$ cat src/rtl/mbox_fifo.sv
// Mailbox byte FIFO between the mailbox writer and the WOU packet consumer.
// It has a registered read port, registered status flags and sticky overflow/underflow flags.
module mbox_fifo #(
    parameter int DW           = 8,
    parameter int AW           = 6,
    parameter int AFULL_MARGIN = 8
) (
    input  logic          wb_clk_i,
    input  logic          wb_rst_i,
    input  logic          clr_i,
    input  logic          wr_i,
    input  logic [DW-1:0] di_i,
    output logic          full_o,
    output logic          afull_o,
    input  logic          rd_i,
    output logic [DW-1:0] do_o,
    output logic          dvld_o,
    output logic          empty_o,
    output logic [AW:0]   count_o,
    output logic          ovf_o,
    output logic          unf_o
);

    localparam int DEPTH = 1 << AW;
    localparam logic [AW-1:0] PTR_ONE    = 1;
    localparam logic [AW:0]   CNT_ONE    = 1;
    localparam logic [AW:0]   FULL_CNT   = DEPTH;
    localparam logic [AW:0]   AFULL_CNT  = DEPTH - AFULL_MARGIN;

    logic [DW-1:0] mem [DEPTH];

    logic [AW-1:0] wr_ptr_q, wr_ptr_d;
    logic [AW-1:0] rd_ptr_q, rd_ptr_d;
    logic [AW:0]   count_q,  count_d;
    logic [DW-1:0] do_q,     do_d;
    logic          dvld_q,   dvld_d;
    logic          full_q,   full_d;
    logic          empty_q,  empty_d;
    logic          afull_q,  afull_d;
    logic          ovf_q,    ovf_d;
    logic          unf_q,    unf_d;

    logic wr_acc;
    logic rd_acc;
    logic mem_we;

    // The registered flags gate acceptance, so the full or empty state decides which side wins.
    assign wr_acc = wr_i & ~full_q;
    assign rd_acc = rd_i & ~empty_q;
    assign mem_we = wr_acc & ~clr_i;

    // NOTE: every output of a combinational block is given a default first so no latch is inferred.
    always_comb begin
        wr_ptr_d = wr_ptr_q;
        rd_ptr_d = rd_ptr_q;
        count_d  = count_q;
        do_d     = do_q;
        dvld_d   = 1'b0;
        ovf_d    = ovf_q;
        unf_d    = unf_q;

        if (clr_i) begin
            wr_ptr_d = '0;
            rd_ptr_d = '0;
            count_d  = '0;
            ovf_d    = 1'b0;
            unf_d    = 1'b0;
        end else begin
            if (wr_acc) wr_ptr_d = wr_ptr_q + PTR_ONE;
            if (rd_acc) begin
                rd_ptr_d = rd_ptr_q + PTR_ONE;
                do_d     = mem[rd_ptr_q];
                dvld_d   = 1'b1;
            end
            ovf_d = ovf_q | (wr_i & full_q);
            unf_d = unf_q | (rd_i & empty_q);
            case ({wr_acc, rd_acc})
                2'b10:   count_d = count_q + CNT_ONE;
                2'b01:   count_d = count_q - CNT_ONE;
                default: count_d = count_q;
            endcase
        end

        full_d  = (count_d == FULL_CNT);
        empty_d = (count_d == '0);
        afull_d = (count_d >= AFULL_CNT);
    end

    // NOTE: the storage array is deliberately left out of reset so it can map onto RAM.
    always_ff @(posedge wb_clk_i) begin
        if (mem_we) mem[wr_ptr_q] <= di_i;
    end

    // NOTE: sequential state uses non-blocking assignments only, so all registers update together.
    always_ff @(posedge wb_clk_i or posedge wb_rst_i) begin
        if (wb_rst_i) begin
            wr_ptr_q <= '0;
            rd_ptr_q <= '0;
            count_q  <= '0;
            do_q     <= '0;
            dvld_q   <= 1'b0;
            full_q   <= 1'b0;
            empty_q  <= 1'b1;
            afull_q  <= 1'b0;
            ovf_q    <= 1'b0;
            unf_q    <= 1'b0;
        end else begin
            wr_ptr_q <= wr_ptr_d;
            rd_ptr_q <= rd_ptr_d;
            count_q  <= count_d;
            do_q     <= do_d;
            dvld_q   <= dvld_d;
            full_q   <= full_d;
            empty_q  <= empty_d;
            afull_q  <= afull_d;
            ovf_q    <= ovf_d;
            unf_q    <= unf_d;
        end
    end

    assign full_o  = full_q;
    assign afull_o = afull_q;
    assign empty_o = empty_q;
    assign count_o = count_q;
    assign do_o    = do_q;
    assign dvld_o  = dvld_q;
    assign ovf_o   = ovf_q;
    assign unf_o   = unf_q;

endmodule

$ cat config.mk
export PLATFORM = sky130hd
export DESIGN_NAME = mbox_fifo
export DESIGN_NICKNAME = d
export VERILOG_FILES = /design/src/rtl/mbox_fifo.sv
export SDC_FILE = /design/constraint.sdc
export NUM_CORES = 1
export LEC_CHECK = 0
export ABC_CLOCK_PERIOD_IN_PS = 4200
export CAP_MARGIN = 20
export CELL_PAD_IN_SITES_DETAIL_PLACEMENT = 2
export CELL_PAD_IN_SITES_GLOBAL_PLACEMENT = 2
export CORE_MARGIN = 1
export CORE_UTILIZATION = 40
export DETAILED_ROUTE_END_ITERATION = 10
export GPL_TIMING_DRIVEN = 0
export PLACE_DENSITY = 0.77
export SKIP_LAST_GASP = 1
export SYNTH_ARGS = -nofsm -noshare
export SYNTH_HDL_FRONTEND = slang
export SYNTH_SLANG_ARGS = --single-unit
$ cat constraint.sdc
create_clock -name wb_clk_i -period 4.2 [get_ports wb_clk_i]
set_clock_uncertainty 0.2 [all_clocks]
set_input_delay 0.42 -clock wb_clk_i [delete_from_list [all_inputs] [get_ports wb_clk_i]]
set_output_delay 0.42 -clock wb_clk_i [all_outputs]
set_load 0.01 [all_outputs]
==> metrics, run 1 <==
P&R area growth vs syn 14.4%; # IOs 34; Tmin final 4.05 ns; Die X 234 µm; clk sinks 545; Initial Util 0.407; number of distinct library cells after synthesis 56; post-DR wirelength/cell 37.8 µm; YS warnings 0; Worst Path Required 4.22 ns; Post-Syn Nets 1,042; vias in the first global route 12,395; Pleak 0.00759 µW; WHS 0.0106 ns; die area 54,700 µm²; grt total ovfl 0; gr usage total 0.263; Post-CTS Hold Fix Bufs 0; # rows 84; worst reg2reg endpoint mem[47][4]; startpoint class of the critical path register; die height 234 µm; Synth Flop Type edfxtp_1; setup violators final 0; ranking of synthesized cells by area edfxtp_1 (72%), mux4_2 (16%), dfrtp_1 (3.7%); Final Slew Violations 0; worst setup path startpoint full_o; reg-to-reg startpoint full_o; PwrDens 518 nW/µm²; Crit Path Class register to register; violated checks design-rule violations; Worst R2R Path Depth 6; pre-CTS WS -0.204 ns; Max Fclk 247 MHz; FFs w/ async S/R, synth 0.0606; Yosys reg bits 545; critical path peak fanout 10; initial antenna violation count 1; max incr delay on CP 0.99 ns; nets 1,144; Total Neg Setup Slack 0 ns; Slew Limit Headroom 0.179; Vias/cell 6.19; PostCTS Resize Cnt 0; Slew @ Worst Pin 1.23 ns; crit path cell chain nor2b_1 > clkbuf_1 > nand4_1 > or2_2 > clkbuf_1 > nor2_1; max-cap check violation count 0; Syn Std Cell Area 21,500 µm²; most used cell, CP clkbuf_1; routability cong. 0.804; CP max stage cell nor2_1; Post-DP HPWL 43,100 µm; post-CTS setup buffer count 0; number of flops mapped to enable cells by yosys 512; DR vias 11,493; clock slew at reported path FFs 0.08 ns; post-route ant nets 0; status finished with violations; clock latency on the worst-skew pair 0.62 ns; DRT Pass-1 Iters 8; share of cells above drive strength 1 0.243; first-pass GRT wire length 98,300 µm; clk buf depth 3; 1st-iter DRT viols 1,530; Hold Fails Final Rpt 0; crit path capture type register; Post-Synthesis Cells 1,025; unrepaired setup endpoints after global routing false; CTS Buf Count 54; post-synth top area share 0.715; DRT Wirelength 70,200 µm; largest net degree at the start of global routing 53; family with the most delay on the worst path simple AND/OR/NAND/NOR gates; Tcrit/Tclk final 0.964; sequential area share after synthesis 0.754; final worst slack 0.151 ns; H-tree levels 2; CP Buf/Inv Count 2; CTS tree yes; worst path arrival time 4.07 ns; fillers 4,677; worst vdd ir 0.268 mV; CTS root buf clkbuf_16; IO Port Bufs 33; Core Box Area 52,900 µm²; reg2reg setup slack 0.15 ns; largest area contributor in the netlist edfxtp_1; DRC viols 12; syn avg cell area 21.0 µm²; min-delay worst type primary input to asynchronous set/reset pin
-- power by group --
group	switching (µW)	internal (µW)	total, µW
combinational	995	740	1730
sequential	116	6030	6140
clock	2170	2690	4860
total	3280	9460	12700
-- cell families (layout without fill, tap and decap cells) --
group	Yosys count	after routing	synth area share
and+or+nand+nor	173	173	0.0366
buffers and inverters	65	208	0.0147
AOI/OAI and AO/OA	46	46	0.0155
DFF	545	545	0.754
adders and majority gates	4	4	0.00233
xor gates and xnor gates	15	15	0.00611
muxes	177	177	0.171
other	0	1	0
-- Yosys cell counts, drive strengths merged (2+ instances only) --
| cell type | count |
|---|---|
| a21o | 2 |
| or3b | 2 |
| mux4 | 152 |
| buf | 37 |
| a2111oi | 3 |
| mux2 | 2 |
| nor2b | 14 |
| xor2 | 7 |
| or3 | 3 |
| a31oi | 2 |
| o22ai | 5 |
| nand2b | 2 |
| nand3 | 6 |
| ha | 4 |
| nand3b | 2 |
| mux2i | 23 |
| xnor2 | 8 |
| or2 | 2 |
| o2bb2ai | 2 |
| nor2 | 92 |
| and3 | 2 |
| nor3b | 3 |
| nand4 | 4 |
| a221oi | 5 |
| nor4 | 2 |
| inv | 6 |
| clkbuf | 21 |
| nand2 | 29 |
| nor3 | 7 |
| a21oi | 12 |
| o21ai | 6 |
| dfrtp | 32 |
| edfxtp | 512 |
-- how the worst max path moves through the flow --
stage	endpoint	slack [ns]	depth (start not counted)
3_3_place_gp	mem[15][3]	0.02	7
3_5_place_dp	mem[14][3]	-0.20	6
5_1_grt	mem[47][2]	0.11	6
4_1_cts	mem[63][0]	0.22	6
2_1_floorplan	full_o	1.20	13
6_report	mem[47][4]	0.15	6
-- registers in the layout (all words and copies together) (netlist names) --
name	cells
full_o	1
ovf_o	1
count_o	7
unf_o	1
rd_ptr_q	6
wr_ptr_q	6
afull_o	1
empty_o	1
mem	512
do_o	8
dvld_o	1
-- final cells by class --
| cell class | count | area [µm²] | share of cell area |
|---|---|---|---|
| inverters | 7 | 26.3 | 0.00107 |
| diodes | 1 | 2.50 | 0.000102 |
| multi-input cells | 415 | 4980 | 0.203 |
| repair buffers | 47 | 549 | 0.0223 |
| clock inverters | 19 | 168 | 0.00682 |
| flip-flops and latches | 545 | 16200 | 0.659 |
| well taps | 688 | 861 | 0.0350 |
| plain buffers | 57 | 285 | 0.0116 |
| clock buffers | 78 | 1520 | 0.0619 |
-- cell usage in the layout (no fill, tap or decap), types with 4 or more instances in the layout --
cell type / n
dfrtp_1: 32
clkdlybuf4s50_1: 25
nand2_1: 29
edfxtp_1: 512
clkbuf_8: 6
nor2_1: 92
mux2i_1: 23
xnor2_1: 8
nor2b_1: 14
clkinv_2: 7
xor2_1: 7
nand4_1: 4
clkbuf_16: 55
buf_12: 9
buf_2: 25
buf_4: 7
buf_8: 4
buf_1: 11
clkinv_1: 8
nor3_1: 7
ha_1: 4
a21oi_1: 12
o22ai_1: 5
clkbuf_1: 37
nand3_1: 5
mux4_2: 150
a221oi_1: 5
-- routing by layer --
layer	GRT usage	up-vias	share of wire
li1	-	4422	-
met1	0.339	6291	0.39
met2	0.435	617	0.50
met3	0.0413	163	0.067
met4	0.127	0	0.046
met5	0	-	0
-- metrics by stage --
| stage | std cells | power [µW] | area [µm²] | utilization |
|---|---|---|---|---|
| floorplan | 1025 | 7160 | 21500 | - |
| global placement | 1746 | 7770 | 22700 | 0.429 |
| detailed placement | 1755 | 7900 | 22800 | 0.432 |
| CTS | 1851 | 12800 | 24500 | 0.464 |
| global route | 1856 | 13000 | 24600 | 0.465 |
| finish | 1857 | 12700 | 24600 | 0.465 |
(Power assumes the default switching activity.)
==> run 2, diff against run 1 <==
--- a/config.mk
+++ b/config.mk
@@ -6,7 +6,6 @@
 export NUM_CORES = 1
 export LEC_CHECK = 0
 export ABC_CLOCK_PERIOD_IN_PS = 4200
-export CAP_MARGIN = 20
 export CELL_PAD_IN_SITES_DETAIL_PLACEMENT = 2
 export CELL_PAD_IN_SITES_GLOBAL_PLACEMENT = 2
 export CORE_MARGIN = 1
==> constraint.sdc (replaced) <==
create_clock -name wb_clk_i -period 4.2 [get_ports wb_clk_i]
set_clock_uncertainty 0.2 [all_clocks]
set_input_delay 0.42 -clock wb_clk_i [delete_from_list [all_inputs] [get_ports wb_clk_i]]
set_output_delay 0.42 -clock wb_clk_i [all_outputs]
set_load 0.1 [all_outputs]
==> run 2 against run 1 <==
The flow still finishes with violations (design-rule violations). Worst hold slack better by 0.011 ns. Routed wire length is 1.5% lower. Largest cell class unchanged. Count of clock-buffer cells in the layout is 4 lower. Non-clock buffer count is 6 lower. Global-route usage is 0.30 points lower.
==> metrics, run 2 (synthesized netlist as in run 1, its figures left out) <==
max reg flops 512; PwrDens 542 nW/µm²; # rows 84; DR vias 11,546; post-DR wirelength/cell 37.3 µm; initial antenna violation count 1; IO Port Bufs 33; Core Box Area 52,900 µm²; gr usage total 0.260; min-delay worst type primary input to register; Tmin final 4.07 ns; routability cong. 0.804; pre-CTS WS -0.186 ns; status finished with violations; total power 13,300 µW; worst vdd ir 0.260 mV; crit path capture type register; critical path peak fanout 10; DRT Pass-1 Iters 8; WHS 0.0216 ns; fillers 4,700; die area 54,700 µm²; largest net degree at the start of global routing 53; clk sinks 545; DRT Wirelength 69,200 µm; most frequent cells in the layout edfxtp_1 (512), mux4_2 (150), nor2_1 (92), clkbuf_16 (57), clkbuf_1 (35); clock slew at reported path FFs 0.07 ns; violated checks design-rule violations; Die X 234 µm; post-route ant nets 0; max-cap check violation count 0; P&R area growth vs syn 14.3%; Slew @ Worst Pin 1.28 ns; CTS root buf clkbuf_16; clock latency on the worst-skew pair 0.61 ns; Crit Path Class register to register; Antenna Cells 0; clk buf depth 3; CTS Buf Count 54; Post-DP HPWL 42,700 µm; grt total ovfl 0; first-pass GRT wire length 97,400 µm; Post-CTS Hold Fix Bufs 0; Max Fclk 246 MHz; setup violators final 0; vias in the first global route 12,411; DRC viols 6; die height 234 µm; worst path arrival time 4.10 ns; Pleak 0.00757 µW; final worst slack 0.131 ns; H-tree levels 2; Vias/cell 6.23; unrepaired setup endpoints after global routing false; Slew Limit Headroom 0.149; startpoint class of the critical path register; 1st-iter DRT viols 1,557; most common cell after layout, fill and taps aside edfxtp_1; # IOs 34; Hold Fails Final Rpt 0; Most flops, register mem; share of cells above drive strength 1 0.237; CTS tree yes; Initial Util 0.407; Tcrit/Tclk final 0.969; Worst Path Required 4.23 ns; nets 1,138; Final Slew Violations 0
==> run 2: changes by cell type in the layout (fill, tap and decap cells not counted), sizes merged <==
| cell | previous run | this run |
|---|---|---|
| inv | 7 | 6 |
| clkbuf | 98 | 94 |
| clkinv | 15 | 21 |
| bufinv | 3 | 6 |
| buf | 59 | 53 |
| diode | 1 | 0 |
==> run 2: final timing paths <==
path | slack (ns) | startpoint | cells past startpoint | to
min in group asynchronous | 0.12 | wb_rst_i | 2 | count_o[6]
worst max register to register | 0.13 | full_o | 6 | mem[15][0]
worst min-delay path | 0.02 | di_i[5] | 1 | mem[6][5]
max in group asynchronous | 3.13 | wb_rst_i | 2 | wr_ptr_q[4]
worst max-delay path | 0.13 | full_o | 6 | mem[15][0]
worst min register to register | 0.37 | unf_o | 2 | unf_o
==> run 2: layout make-up <==
| type | count | area [µm²] | area share |
|---|---|---|---|
| sequential | 545 | 16200 | 0.659 |
| multi-input combinational | 415 | 4980 | 0.203 |
| clock buffer | 74 | 1510 | 0.0614 |
| tap | 688 | 861 | 0.0350 |
| timing repair buffer | 41 | 450 | 0.0183 |
| buffer | 57 | 285 | 0.0116 |
| clock inverter | 27 | 268 | 0.0109 |
| inverter | 7 | 26.3 | 0.00107 |
==> run 2: worst max-delay path, stage by stage, from the launching register on <==
cell	delay, ns
dfrtp_1	0.42
nor2b_1	0.41
clkbuf_1	0.51
nand4_1	0.37
or2_2	0.38
clkbuf_1	0.44
nor2_1	0.94
==> run 2: routing by layer <==
layer	up-vias	track usage	part of all wire
met4	2	0.113	0.047
li1	4421	-	-
met5	-	0	0.00012
met1	6235	0.336	0.39
met3	178	0.0441	0.069
met2	710	0.432	0.49
==> run 2: power by group <==
part / internal [µW] / total (µW) / switching, µW
sequential: 6030 / 6150 / 120
combinational: 719 / 2170 / 1450
clock: 2870 / 5010 / 2140
total: 9620 / 13300 / 3710
==> run 2: what timing repair did <==
action,in CTS,in global routing
buffers inserted,0,0
resized for setup,0,0
setup endpoints to repair,2,0
==> run 2: metrics by stage <==
step / cell area [µm²] / std cells / util / TNS (ns)
4_1_cts: 24600 / 1854 / 0.465 / 0
3_3_place_gp: 22700 / 1746 / 0.429 / 0
2_1_floorplan: 21500 / 1025 / - / 0
5_1_grt: 24600 / 1854 / 0.465 / 0
6_report: 24600 / 1854 / 0.465 / 0
3_5_place_dp: 22800 / 1754 / 0.432 / -7.53
